`config.mk`:
```
export PLATFORM = sky130hd
export DESIGN_NAME = shift_out_8_bit
export DESIGN_NICKNAME = d
export VERILOG_FILES = /design/src/rtl/shift_out_8_bit.sv
export SDC_FILE = /design/constraint.sdc
export NUM_CORES = 1
export LEC_CHECK = 0
export ABC_AREA = 1
export ABC_CLOCK_PERIOD_IN_PS = 2400
export CORE_MARGIN = 2
export CORE_UTILIZATION = 30
export CTS_CLUSTER_SIZE = 16
export DETAILED_ROUTE_END_ITERATION = 16
export PLACE_DENSITY = 0.5
export SLEW_MARGIN = 40
export SYNTH_ARGS = -nofsm -noshare
export SYNTH_HDL_FRONTEND = slang
export SYNTH_SLANG_ARGS = --single-unit
```
`constraint.sdc`:
```
create_clock -name CLK -period 2.4 [get_ports CLK]
set_input_delay 0.48 -clock CLK [delete_from_list [all_inputs] [get_ports CLK]]
set_output_delay 0.48 -clock CLK [all_outputs]
set_load 0.05 [all_outputs]
```
`src/rtl/shift_out_8_bit.sv`:
```
// Parallel-in, serial-out transmitter: captures an 8-bit word on LOAD and
// sends it one bit per valid/ready handshake, pulsing DONE after the last bit.
module shift_out_8_bit #(
    parameter bit LSB_FIRST = 1'b1
) (
    input  logic       CLK,
    input  logic       RST,
    input  logic [7:0] In,
    input  logic       LOAD,
    output logic       READY,
    output logic       S_OUT,
    output logic       S_VALID,
    input  logic       S_READY,
    output logic       DONE
);

    localparam int unsigned DATA_W = 8;
    localparam int unsigned CNT_W  = 3;

    typedef enum logic [1:0] {
        IDLE   = 2'd0,
        SHIFT  = 2'd1,
        FINISH = 2'd2
    } state_t;

    state_t              state, state_nxt;
    logic [DATA_W-1:0]   sr, sr_nxt;
    logic [CNT_W-1:0]    cnt, cnt_nxt;
    logic                ready_nxt;
    logic                s_out_nxt;
    logic                s_valid_nxt;
    logic                done_nxt;

    // Next-state logic; outputs are decoded from the next state so they can be registered.
    always_comb begin
        state_nxt   = state;
        sr_nxt      = sr;
        cnt_nxt     = cnt;
        ready_nxt   = 1'b0;
        s_out_nxt   = 1'b0;
        s_valid_nxt = 1'b0;
        done_nxt    = 1'b0;

        case (state)
            IDLE: begin
                if (LOAD) begin
                    sr_nxt    = In;
                    cnt_nxt   = CNT_W'(0);
                    state_nxt = SHIFT;
                end
            end
            SHIFT: begin
                if (S_READY) begin
                    sr_nxt  = LSB_FIRST ? {1'b0, sr[DATA_W-1:1]} : {sr[DATA_W-2:0], 1'b0};
                    cnt_nxt = cnt + CNT_W'(1);
                    if (cnt == CNT_W'(DATA_W - 1)) begin
                        state_nxt = FINISH;
                    end
                end
            end
            FINISH: begin
                state_nxt = IDLE;
            end
            default: begin
                state_nxt = IDLE;
            end
        endcase

        ready_nxt   = (state_nxt == IDLE);
        s_valid_nxt = (state_nxt == SHIFT);
        done_nxt    = (state_nxt == FINISH);
        if (state_nxt == SHIFT) begin
            s_out_nxt = LSB_FIRST ? sr_nxt[0] : sr_nxt[DATA_W-1];
        end
    end

    // State, datapath and registered outputs; reset wins over every other input.
    always_ff @(posedge CLK) begin
        if (RST) begin
            state   <= IDLE;
            sr      <= '0;
            cnt     <= '0;
            READY   <= 1'b1;
            S_OUT   <= 1'b0;
            S_VALID <= 1'b0;
            DONE    <= 1'b0;
        end else begin
            state   <= state_nxt;
            sr      <= sr_nxt;
            cnt     <= cnt_nxt;
            READY   <= ready_nxt;
            S_OUT   <= s_out_nxt;
            S_VALID <= s_valid_nxt;
            DONE    <= done_nxt;
        end
    end

endmodule
```
After elaboration in Yosys (flattened, before gate mapping)

Cells that the tools add are included.

Add/sub/neg operators: 1
Equal/unequal tests: 6
Multiplexer cells: 10
Bitwise logic cells: 1
Reduce and logical (&&, ||, !) cells: 5

Operator list:

| cell                  | number |
|---|---|
| $mux W8               | 2 |
| $pmux W8 S2           | 1 |
| $mux W2               | 3 |
| $mux W3               | 2 |
| $pmux W3 S2           | 1 |
| $eq A2 B1 Y1 const B  | 2 |
| $logic_not A2 Y1      | 2 |
| $ne A2 B2 Y1 const B  | 2 |
| $pmux W2 S2           | 1 |
| $add A3 B1 Y3 const B | 1 |
| $eq A3 B3 Y1 const B  | 1 |
| $reduce_and A3 Y1     | 1 |
| $eq A2 B2 Y1 const B  | 1 |
| $reduce_bool A2 Y1    | 1 |
| $reduce_or A2 Y1      | 1 |
| $not A1 Y1            | 1 |

Register bits: 17
Word-level logic and storage cells: 31

Logic depth before layout (Yosys ltp)

Gate-level depths: netlist (run 1).

Word-level depth: 7
Gate-level depth with buffers: 8
Depth with buffers taken out: 7

Worst setup path before layout (run 1)

OpenSTA, ideal clock, no wires.

Path type: in2reg
Start: in S_READY
End: reg sr[7]
Library setup time: 0.113 ns
Data arrival time: 1.070 ns
Required time: 2.287 ns
Slack: 1.217 ns
Stages on the path: 6
Buffers on the path: 1
Path through: buf_2 -> inv_1 -> nand2_1 -> nand2_2 -> nor2_1 -> nor2_1

Longest elaborated chain between the ends: 2

RTL lines:

| item                               | RTL line | text |
|---|---|---|
| start, declared                    | 13       | `input logic S_READY,` |
| $ne A2 B2 Y1 (no source line)      | n/a      |  |
| $reduce_and A3 Y1 (no source line) | n/a      |  |
| end signal, assigned               | 89       | `sr <= sr_nxt;` |
| end, declared                      | 27       | `logic [DATA_W-1:0] sr, sr_nxt;` |

Every way passes these cells.
A chain may end at the register's enable or synchronous reset.

Worst setup path in the final report (run 1)

Start: reg S_VALID
End: out S_VALID

RTL lines:

| item                   | RTL line | text |
|---|---|---|
| start, declared        | 12       | `output logic S_VALID,` |
| start signal, assigned | 93       | `S_VALID <= s_valid_nxt;` |

No word-level cell between the ends.

==> reports/qor.yml, run 1 <==
outcome: "completed"
slew_headroom_pct: 67.0
p_leak_nw: 0.483
cpMaxStageDelayCell: "clkdlybuf4s50_1"
synthCells: 119
viasPerCell: 4.53
ys_types: 16
grt_pass1_wl_mm: 3.31
setup_total_negative_slack_ns: 0
drt_iter0_drc: 17
cp-end-kind: "output pin"
clock_sinks: 17
rsz0062_at_grt: "no"
antenna_found_initial: 0
coreArea_um2: 2690
synth-async-reset-ratio_pct: 0
mostFrequentLayoutCell: "nand2_1"
register_area_um2: 340
ctsRootBufferMaster: "clkbuf_4"
top_layer: "met4"
period_minus_slack_ns: 1.88
fmax_ghz: 0.532
cts_setup_buffers: 0
fin_util_pct: 38.2
synth_edf_count: 0
tightest_slew_ns: 0.493
nets: 150
wl_met1_um: 950
hold_buffers: 0
critPathMaxStageDelay_ns: 0.79
post_cts_resized: 0
clk_pin_slew_ns: 0.10
yosys_warnings: 0
die_h_um: 56.5
route.met3.wl_um: 58
diodes: 0
htreeDepth: 1
synth-seq-cells: 17
grt-ovfl-total: 0
maxCapViolCount: 0
dieArea_um2: 3190
routabilityCongestion: 0.782
maxSlewViolCount: 0
numCtsBuffers: 3
wirelength_mm: 1.83
cp_max_fo: 1
worstSetupStartpoint: "S_VALID$_SDFF_PP0_"
cp.required_ns: 1.92
drive_gt1_share_pct: 7.41
io_pins: 16
layout_common_cells: "nand2_1, nor2_1, dfxtp_1"
cp_top_family: "buffers and inverters"
postSynthAreaPerCell_um2: 6.94
vias: 752
drc: 0
groute.usage.overall_pct: 13.3
cts_buffer_depth: 2
r2r_start: "state[0]$_SDFF_PP0_"
peakVddDrop_v: 0.000290
critPathLaunchType: "flip-flop"
skew_ns: 0.0103
wl_per_cell_um: 11.0
grt_max_degree: 12
port_buffers: 15
crit_arrival_ns: 1.40
clk-insertion-delay-late_ns: 0.29
critPathBufInv: 1
rows: 19
critPathKind: "flip-flop to output pin"
grt_pass1_vias: 712
initial_core_util_pct: 30.7
seq_area_frac_synth_pct: 41.2
syn_nets: 133
areaGrowthSynthToFinish_pct: 24.4
setup_violations: 0
cts_tree: "built"
multi_input_area_um2: 422
worstHoldStart: "cnt[2]$_SDFFE_PP0P_"
syn_area_um2: 826
fill_cells: 296
timing.final.crit_share_pct: 78.4
detailed_place_hpwl_mm: 1.35
hp-class: "flip-flop to flip-flop"
ys.flop_type: "dfxtp_1"
antenna_left: 0
wl_met2_um: 801
crit_chain: "clkdlybuf4s50_1"
firstDrtPassIters: 4
hold_viol: 0
die_w_um: 56.5
p_per_area_nw_per_um2: 562
## cells by family (layout without fill, tap and decap cells)
kind of cell	after synthesis	in the layout	share of synthesized area [%]
and+or+nand+nor	82	82	46.8
DFF	17	17	41.2
buffers and inverters	16	32	7.73
adders and majority gates	2	2	3.03
AOI/OAI and AO/OA	2	2	1.21
## Yosys cell counts (2+ instances only)
| library cell | number | area share, % |
|---|---|---|
| a21oi_1 | 2 | 1.2 |
| buf_2 | 3 | 1.8 |
| dfxtp_1 | 17 | 41 |
| ha_1 | 2 | 3.0 |
| inv_1 | 11 | 5.0 |
| nand2_1 | 30 | 14 |
| nand2_2 | 3 | 2.3 |
| nand3_1 | 12 | 7.3 |
| nand3b_1 | 6 | 5.5 |
| nand4_1 | 6 | 4.5 |
| nor2_1 | 21 | 9.5 |
| nor4_1 | 2 | 1.5 |
## path summary, 6_finish.rpt
kind	cells past startpoint	to	slack, ns
worst min-delay path	2	cnt[2]$_SDFFE_PP0P_	0.50
worst max register to register	5	sr[2]$_SDFFE_PP0P_	1.09
worst min register to register	2	cnt[2]$_SDFFE_PP0P_	0.50
worst max-delay path	1	S_VALID	0.52
## worst reg2reg max path, delay by kind of cell (launching register included)
family / cells / cell delay, ns
flip-flops: 1 / 0.62
AND/OR/NAND/NOR: 5 / 0.59
## power breakdown
part	switching [mW]	leakage, nW	internal [mW]	total (mW)
logic	0.0648	0.325	0.0485	0.113
clock network	0.0891	0.0177	0.0620	0.151
registers	0.0129	0.140	0.300	0.313
total	0.167	0.483	0.410	0.577
## state kept, by name, summed over array words and instances (netlist names)
| name | flops |
|---|---|
| cnt | 3 |
| state | 2 |
| S_OUT | 1 |
| S_VALID | 1 |
| READY | 1 |
| DONE | 1 |
| sr | 8 |
## final cells by class
cell class	count	share of cell area, %
tap	31	3.78
clock inverter	1	0.487
clock buffer	3	2.19
sequential	17	33.1
inverter	13	4.75
timing repair buffer	15	14.6
multi-input combinational	86	41.0
## layer usage
| metal | vias to the layer above | GRT usage [%] |
|---|---|---|
| li1 | 418 | - |
| met1 | 321 | 19.6 |
| met2 | 11 | 17.9 |
| met3 | 2 | 4.84 |
| met4 | 0 | 4.08 |
| met5 | - | 0 |
## metrics by stage
step	instances	power (mW)	cell area, um^2	hold WS, ns	setup WS [ns]
global route	166	0.621	1030	0.548	0.462
global placement	162	0.433	1000	0.481	0.545
CTS	166	0.590	1030	0.506	0.496
finish	166	0.577	1030	0.503	0.519
detailed placement	162	0.433	1000	0.490	0.518
floorplan	119	0.393	826	0.457	1.22
No activity file was read; power rests on OpenSTA's default activity.
==> run 2, diff against run 1 <==
--- a/config.mk
+++ b/config.mk
@@ -6,12 +6,12 @@
 export NUM_CORES = 1
 export LEC_CHECK = 0
 export ABC_AREA = 1
-export ABC_CLOCK_PERIOD_IN_PS = 2400
+export ABC_CLOCK_PERIOD_IN_PS = 1600
 export CORE_MARGIN = 2
 export CORE_UTILIZATION = 30
 export CTS_CLUSTER_SIZE = 16
 export DETAILED_ROUTE_END_ITERATION = 16
-export PLACE_DENSITY = 0.5
+export PLACE_DENSITY = 0.52
 export SLEW_MARGIN = 40
 export SYNTH_ARGS = -nofsm -noshare
 export SYNTH_HDL_FRONTEND = slang
==> constraint.sdc (replaced) <==
create_clock -name CLK -period 1.6 [get_ports CLK]
set_input_delay 0.32 -clock CLK [delete_from_list [all_inputs] [get_ports CLK]]
set_output_delay 0.32 -clock CLK [all_outputs]
set_load 0.05 [all_outputs]
==> run 2 against run 1 <==
Effect of this change:
- combinational power grew 62%
- sequential share of layout area shrank 1.3 points
- via count grew 3.9%
- non-clock buffer count grew 7
- critical endpoint is now sr[7]$_SDFFE_PP0P_
==> reports/qor.yml, run 2 (same netlist as run 1, synthesis figures left out) <==
tightest_slew_ns: 0.307
clk-insertion-delay-late_ns: 0.29
critPathLaunchType: "input port"
path_depth: 6
detailed_place_hpwl_mm: 1.31
cp_max_fo: 10
viasPerCell: 4.51
antenna_found_initial: 0
htreeDepth: 1
areaGrowthSynthToFinish_pct: 29.5
groute.usage.overall_pct: 11.6
post_cts_resized: 0
drive_gt1_share_pct: 14.8
p_per_area_nw_per_um2: 822
wirelength_mm: 1.72
diodes: 0
drt_iter0_drc: 7
wl_per_cell_um: 9.95
cp_top_family: "buffers and inverters"
dieArea_um2: 3190
hold_buffers: 0
crit_chain: "clkdlybuf4s50_1, inv_1, nand2_1, nand2_2, nor2_1, nor2_1"
grt_pass1_wl_mm: 2.95
mostFrequentLayoutCell: "nand2_1"
timing.final.crit_share_pct: 77.1
firstDrtPassIters: 4
setup_violations: 0
cts_setup_buffers: 0
largest_reg_flops: 8
die_w_um: 56.5
io_pins: 16
slew_headroom_pct: 79.5
clock_sinks: 17
crit_path_frequent_cell: "nor2_1"
cpMaxStageDelayCell: "clkdlybuf4s50_1"
skew_ns: 0.00128
crit_arrival_ns: 1.43
peakVddDrop_v: 0.000513
numCtsBuffers: 3
maxSlewViolCount: 0
cp.required_ns: 1.80
antenna_left: 0
vias: 781
setup_total_negative_slack_ns: 0
drc: 0
grt_max_degree: 11
rr_endpoint: "sr[7]$_SDFFE_PP0P_"
hp-class: "flip-flop to flip-flop"
grt-ovfl-total: 0
layout_common_cells: "nand2_1, nor2_1, dfxtp_1"
critPathBufInv: 2
cts_tree: "built"
hold_end: "cnt[2]$_SDFFE_PP0P_"
holdPathStages: 2
rsz0062_at_grt: "no"
critPathKind: "input port to flip-flop"
period_minus_slack_ns: 1.23
clk_pin_slew_ns: 0.10
coreArea_um2: 2690
outcome: "completed"
fmax_ghz: 0.811
cts_buffer_depth: 2
initial_core_util_pct: 30.7
worstHoldStart: "cnt[2]$_SDFFE_PP0P_"
r2r_start: "state[1]$_SDFF_PP0_"
r2r_slack_ns: 0.38
maxCapViolCount: 0
routabilityCongestion: 0.783
preCtsSetupSlack_ns: 0.0576
hold_viol: 0
ctsRootBufferMaster: "clkbuf_4"
p_leak_nw: 0.522
nets: 157
reg.largest.list: "sr x8, cnt x3, state x2"
die_h_um: 56.5
cp-end-kind: "flip-flop"
rows: 19
layout_setup_ws_ns: 0.366
grt_pass1_vias: 712
port_buffers: 15
regMostFlops: "sr"
r2r_cells: 7
critPathMaxStageDelay_ns: 0.57
==> run 2: cell types whose count changed in the layout (fill, tap and decap cells not counted) <==
cell	delta
clkdlybuf4s50_1	-4
buf_4	+11
==> run 2: final cells by class <==
class	count	area, um^2
fillers	288	1620
well taps	31	38.8
clock inverters	1	5.00
flip-flops and latches	17	340
clock buffers	3	22.5
repair buffers	22	193
inverters	13	48.8
multi-input cells	86	422
==> run 2: worst reg2reg max path, delay by kind of cell (launching register included) <==
kind	cells	cell delay, ns
DFF	1	0.46
buffers and inverters	1	0.14
and+or+nand+nor	6	0.52
==> run 2: worst max-delay path by stage <==
stage	slack (ns)	end	startpoint
floorplan	0.55	cnt[0]$_SDFFE_PP0P_	state[1]$_SDFF_PP0_
global placement	0.07	sr[7]$_SDFFE_PP0P_	S_READY
detailed placement	0.06	sr[7]$_SDFFE_PP0P_	S_READY
CTS	0.35	sr[7]$_SDFFE_PP0P_	state[1]$_SDFF_PP0_
global route	0.24	sr[7]$_SDFFE_PP0P_	state[1]$_SDFF_PP0_
finish	0.37	sr[7]$_SDFFE_PP0P_	S_READY
==> run 2: per-layer routing <==
metal / vias to the layer above / share of wire [%] / GRT usage, % / wire length (um)
met3: 2 / 4.4 / 3.46 / 76
met5: - / 0 / 0 / 0
met2: 20 / 47 / 19.6 / 809
li1: 426 / - / - / -
met4: 0 / 0.75 / 4.08 / 13
met1: 333 / 48 / 14.0 / 823
==> run 2: where the power goes <==
group | total [mW] | internal [mW] | switching (mW) | leakage [nW]
registers | 0.466 | 0.450 | 0.0160 | 0.140
logic | 0.183 | 0.0828 | 0.100 | 0.365
clock network | 0.230 | 0.0929 | 0.137 | 0.0177
total | 0.879 | 0.625 | 0.254 | 0.522
==> run 2: per-stage QoR <==
step / total power, mW / cells / utilization, % / hold slack (ns) / instance area (um^2)
2_1_floorplan: 0.589 / 119 / - / 0.389 / 826
3_3_place_gp: 0.660 / 169 / 38.8 / 0.479 / 1040
3_5_place_dp: 0.659 / 169 / 38.8 / 0.483 / 1040
4_1_cts: 0.895 / 173 / 39.8 / 0.501 / 1070
5_1_grt: 0.936 / 173 / 39.8 / 0.517 / 1070
6_report: 0.879 / 173 / 39.8 / 0.495 / 1070
==> run 3, diff against run 2 <==
--- a/config.mk
+++ b/config.mk
@@ -6,12 +6,12 @@
 export NUM_CORES = 1
 export LEC_CHECK = 0
 export ABC_AREA = 1
-export ABC_CLOCK_PERIOD_IN_PS = 1600
+export ABC_CLOCK_PERIOD_IN_PS = 1200
 export CORE_MARGIN = 2
 export CORE_UTILIZATION = 30
 export CTS_CLUSTER_SIZE = 16
 export DETAILED_ROUTE_END_ITERATION = 16
-export PLACE_DENSITY = 0.52
+export PLACE_DENSITY = 0.5
 export SLEW_MARGIN = 40
 export SYNTH_ARGS = -nofsm -noshare
 export SYNTH_HDL_FRONTEND = slang
==> constraint.sdc (replaced) <==
create_clock -name CLK -period 1.2 [get_ports CLK]
set_input_delay 0.24 -clock CLK [delete_from_list [all_inputs] [get_ports CLK]]
set_output_delay 0.24 -clock CLK [all_outputs]
set_load 0.05 [all_outputs]
==> run 3 against run 2 <==
Effect of this change:
- routed wire length grew 15%
- via count grew 6.3%
- cell area grew 12%
- register-to-register slack lost 0.29 ns
- setup slack lost 0.28 ns
- global-route usage grew 2.3 points
- clock skew is essentially flat
- cell count grew 4.6%
- core utilization grew 4.7 points
- total power grew 39%
- combinational power grew 58%
==> reports/qor.yml, run 3 (same netlist as run 1, synthesis figures left out) <==
sequentialPowerShare_pct: 51.4
grt-ovfl-total: 0
grt_pass1_vias: 814
p_clk_share_pct: 24.9
critPathKind: "flip-flop to flip-flop"
layout_common_cells: "nand2_1, nor2_1, dfxtp_1, buf_4, nand3_1"
hold_buffers: 0
ctsRootBufferMaster: "clkbuf_4"
clk-insertion-delay-late_ns: 0.28
skew_ns: 0.00114
die_w_um: 56.5
hold_viol: 0
vias: 830
met2_usage_pct: 22.6
reg.largest.list: "sr x8, cnt x3, state x2"
initial_core_util_pct: 30.7
crit_arrival_ns: 1.29
r2r_cells: 4
p_per_area_nw_per_um2: 1020
hold_end: "cnt[2]$_SDFFE_PP0P_"
grt_max_degree: 11
numCtsBuffers: 3
cts_buffer_depth: 2
antenna_left: 0
met3_usage_pct: 2.76
outcome: "completed"
groute.usage.overall_pct: 14.0
r2r_slack_ns: 0.09
drc: 0
use_met1_pct: 17.5
cp_max_fo: 3
fill_cells: 256
wl_per_cell_um: 10.9
dieArea_um2: 3190
grt_pass1_wl_mm: 3.46
setup_violations: 0
drt_iter0_drc: 25
wirelength_mm: 1.97
period_minus_slack_ns: 1.11
clock_sinks: 17
port_buffers: 15
p_comb_share_pct: 23.7
htreeDepth: 1
slew_headroom_pct: 81.1
final_cells: 181
nets: 165
internal_power_mw: 0.869
p_leak_nw: 0.577
coreArea_um2: 2690
firstDrtPassIters: 4
die_h_um: 56.5
tightest_slew_ns: 0.280
rsz0062_at_grt: "no"
worstSetupStartpoint: "cnt[0]$_SDFFE_PP0P_"
antenna_found_initial: 0
cts_tree: "built"
holdPathStages: 2
routabilityCongestion: 0.817
detailed_place_hpwl_mm: 1.53
critPathLaunchType: "flip-flop"
regMostFlops: "sr"
maxSlewViolCount: 0
drive_gt1_share_pct: 22.0
setup_total_negative_slack_ns: 0
cp.required_ns: 1.38
peakVddDrop_v: 0.000481
grt_busiest_layer: "met2"
viasPerCell: 4.59
dp_cells: 175
fin_util_pct: 44.5
clk_pin_slew_ns: 0.10
rr_endpoint: "state[1]$_SDFF_PP0_"
timing.final.crit_share_pct: 92.8
swShare_pct: 28.8
hp-class: "flip-flop to flip-flop"
largest_reg_flops: 8
mostFrequentLayoutCell: "nand2_1"
r2r_start: "cnt[0]$_SDFFE_PP0P_"
io_pins: 16
areaGrowthSynthToFinish_pct: 44.7
diodes: 0
maxCapViolCount: 0
rows: 19
worstHoldStart: "cnt[2]$_SDFFE_PP0P_"
switchingPower_mw: 0.352
cp-end-kind: "flip-flop"
fmax_ghz: 0.898
-- run 3: cell count changes in the layout (fill, tap and decap cells not counted), sizes merged --
cell / change
buf: +8
-- run 3: worst max-delay path by stage --
stage                           to  slack [ns]
3_3_place_gp    sr[3]$_SDFFE_PP0P_       -0.18
4_1_cts         sr[7]$_SDFFE_PP0P_       0.004
6_report       state[1]$_SDFF_PP0_        0.09
2_1_floorplan  cnt[0]$_SDFFE_PP0P_        0.15
3_5_place_dp    sr[3]$_SDFFE_PP0P_       -0.21
5_1_grt           S_OUT$_SDFF_PP0_       0.009
-- run 3: layer usage --
metal  wire length [um]  vias up
li1                   -      445
met1                949      371
met2                916       12
met3                 87        2
met4                 18        0
met5                  0        -
-- run 3: worst max-delay path: stages (launching register included) --
cell	delay, ns
dfxtp_1	0.37
ha_1	0.17
ha_1	0.16
inv_2	0.05
nor4_1	0.27
-- run 3: power by group through the flow --
stage                     Combinational (mW)  Clock [mW]  Sequential [mW]
after floorplan                        0.136           0            0.649
after global placement                 0.274           0            0.638
after detailed placement               0.276           0            0.639
after CTS                              0.278       0.319            0.626
after global routing                   0.318       0.342            0.631
final                                  0.290       0.304            0.627
-- run 3: cell type report --
type	instances	area [um^2]	area share [%]
Multi-Input combinational cell	86	434	36.3
Sequential cell	17	343	28.7
Timing Repair Buffer	30	303	25.3
Inverter	13	48.8	4.08
Tap cell	31	38.8	3.25
Clock buffer	3	22.5	1.88
Clock inverter	1	5.00	0.419
-- run 3: stage by stage --
| stage | total power, mW | instance area (um^2) | setup slack [ns] | hold WS (ns) |
|---|---|---|---|---|
| after floorplan | 0.785 | 826 | 0.148 | 0.309 |
| after global placement | 0.912 | 1140 | -0.179 | 0.471 |
| after detailed placement | 0.916 | 1140 | -0.210 | 0.486 |
| after CTS | 1.22 | 1160 | 0.00395 | 0.501 |
| after global routing | 1.29 | 1190 | 0.00895 | 0.521 |
| final | 1.22 | 1190 | 0.0867 | 0.494 |
-- run 3: repair_timing --
action	4_1_cts	5_1_grt
gates resized for setup	0	6
buffers inserted	0	2
endpoints found under the setup margin	0	13
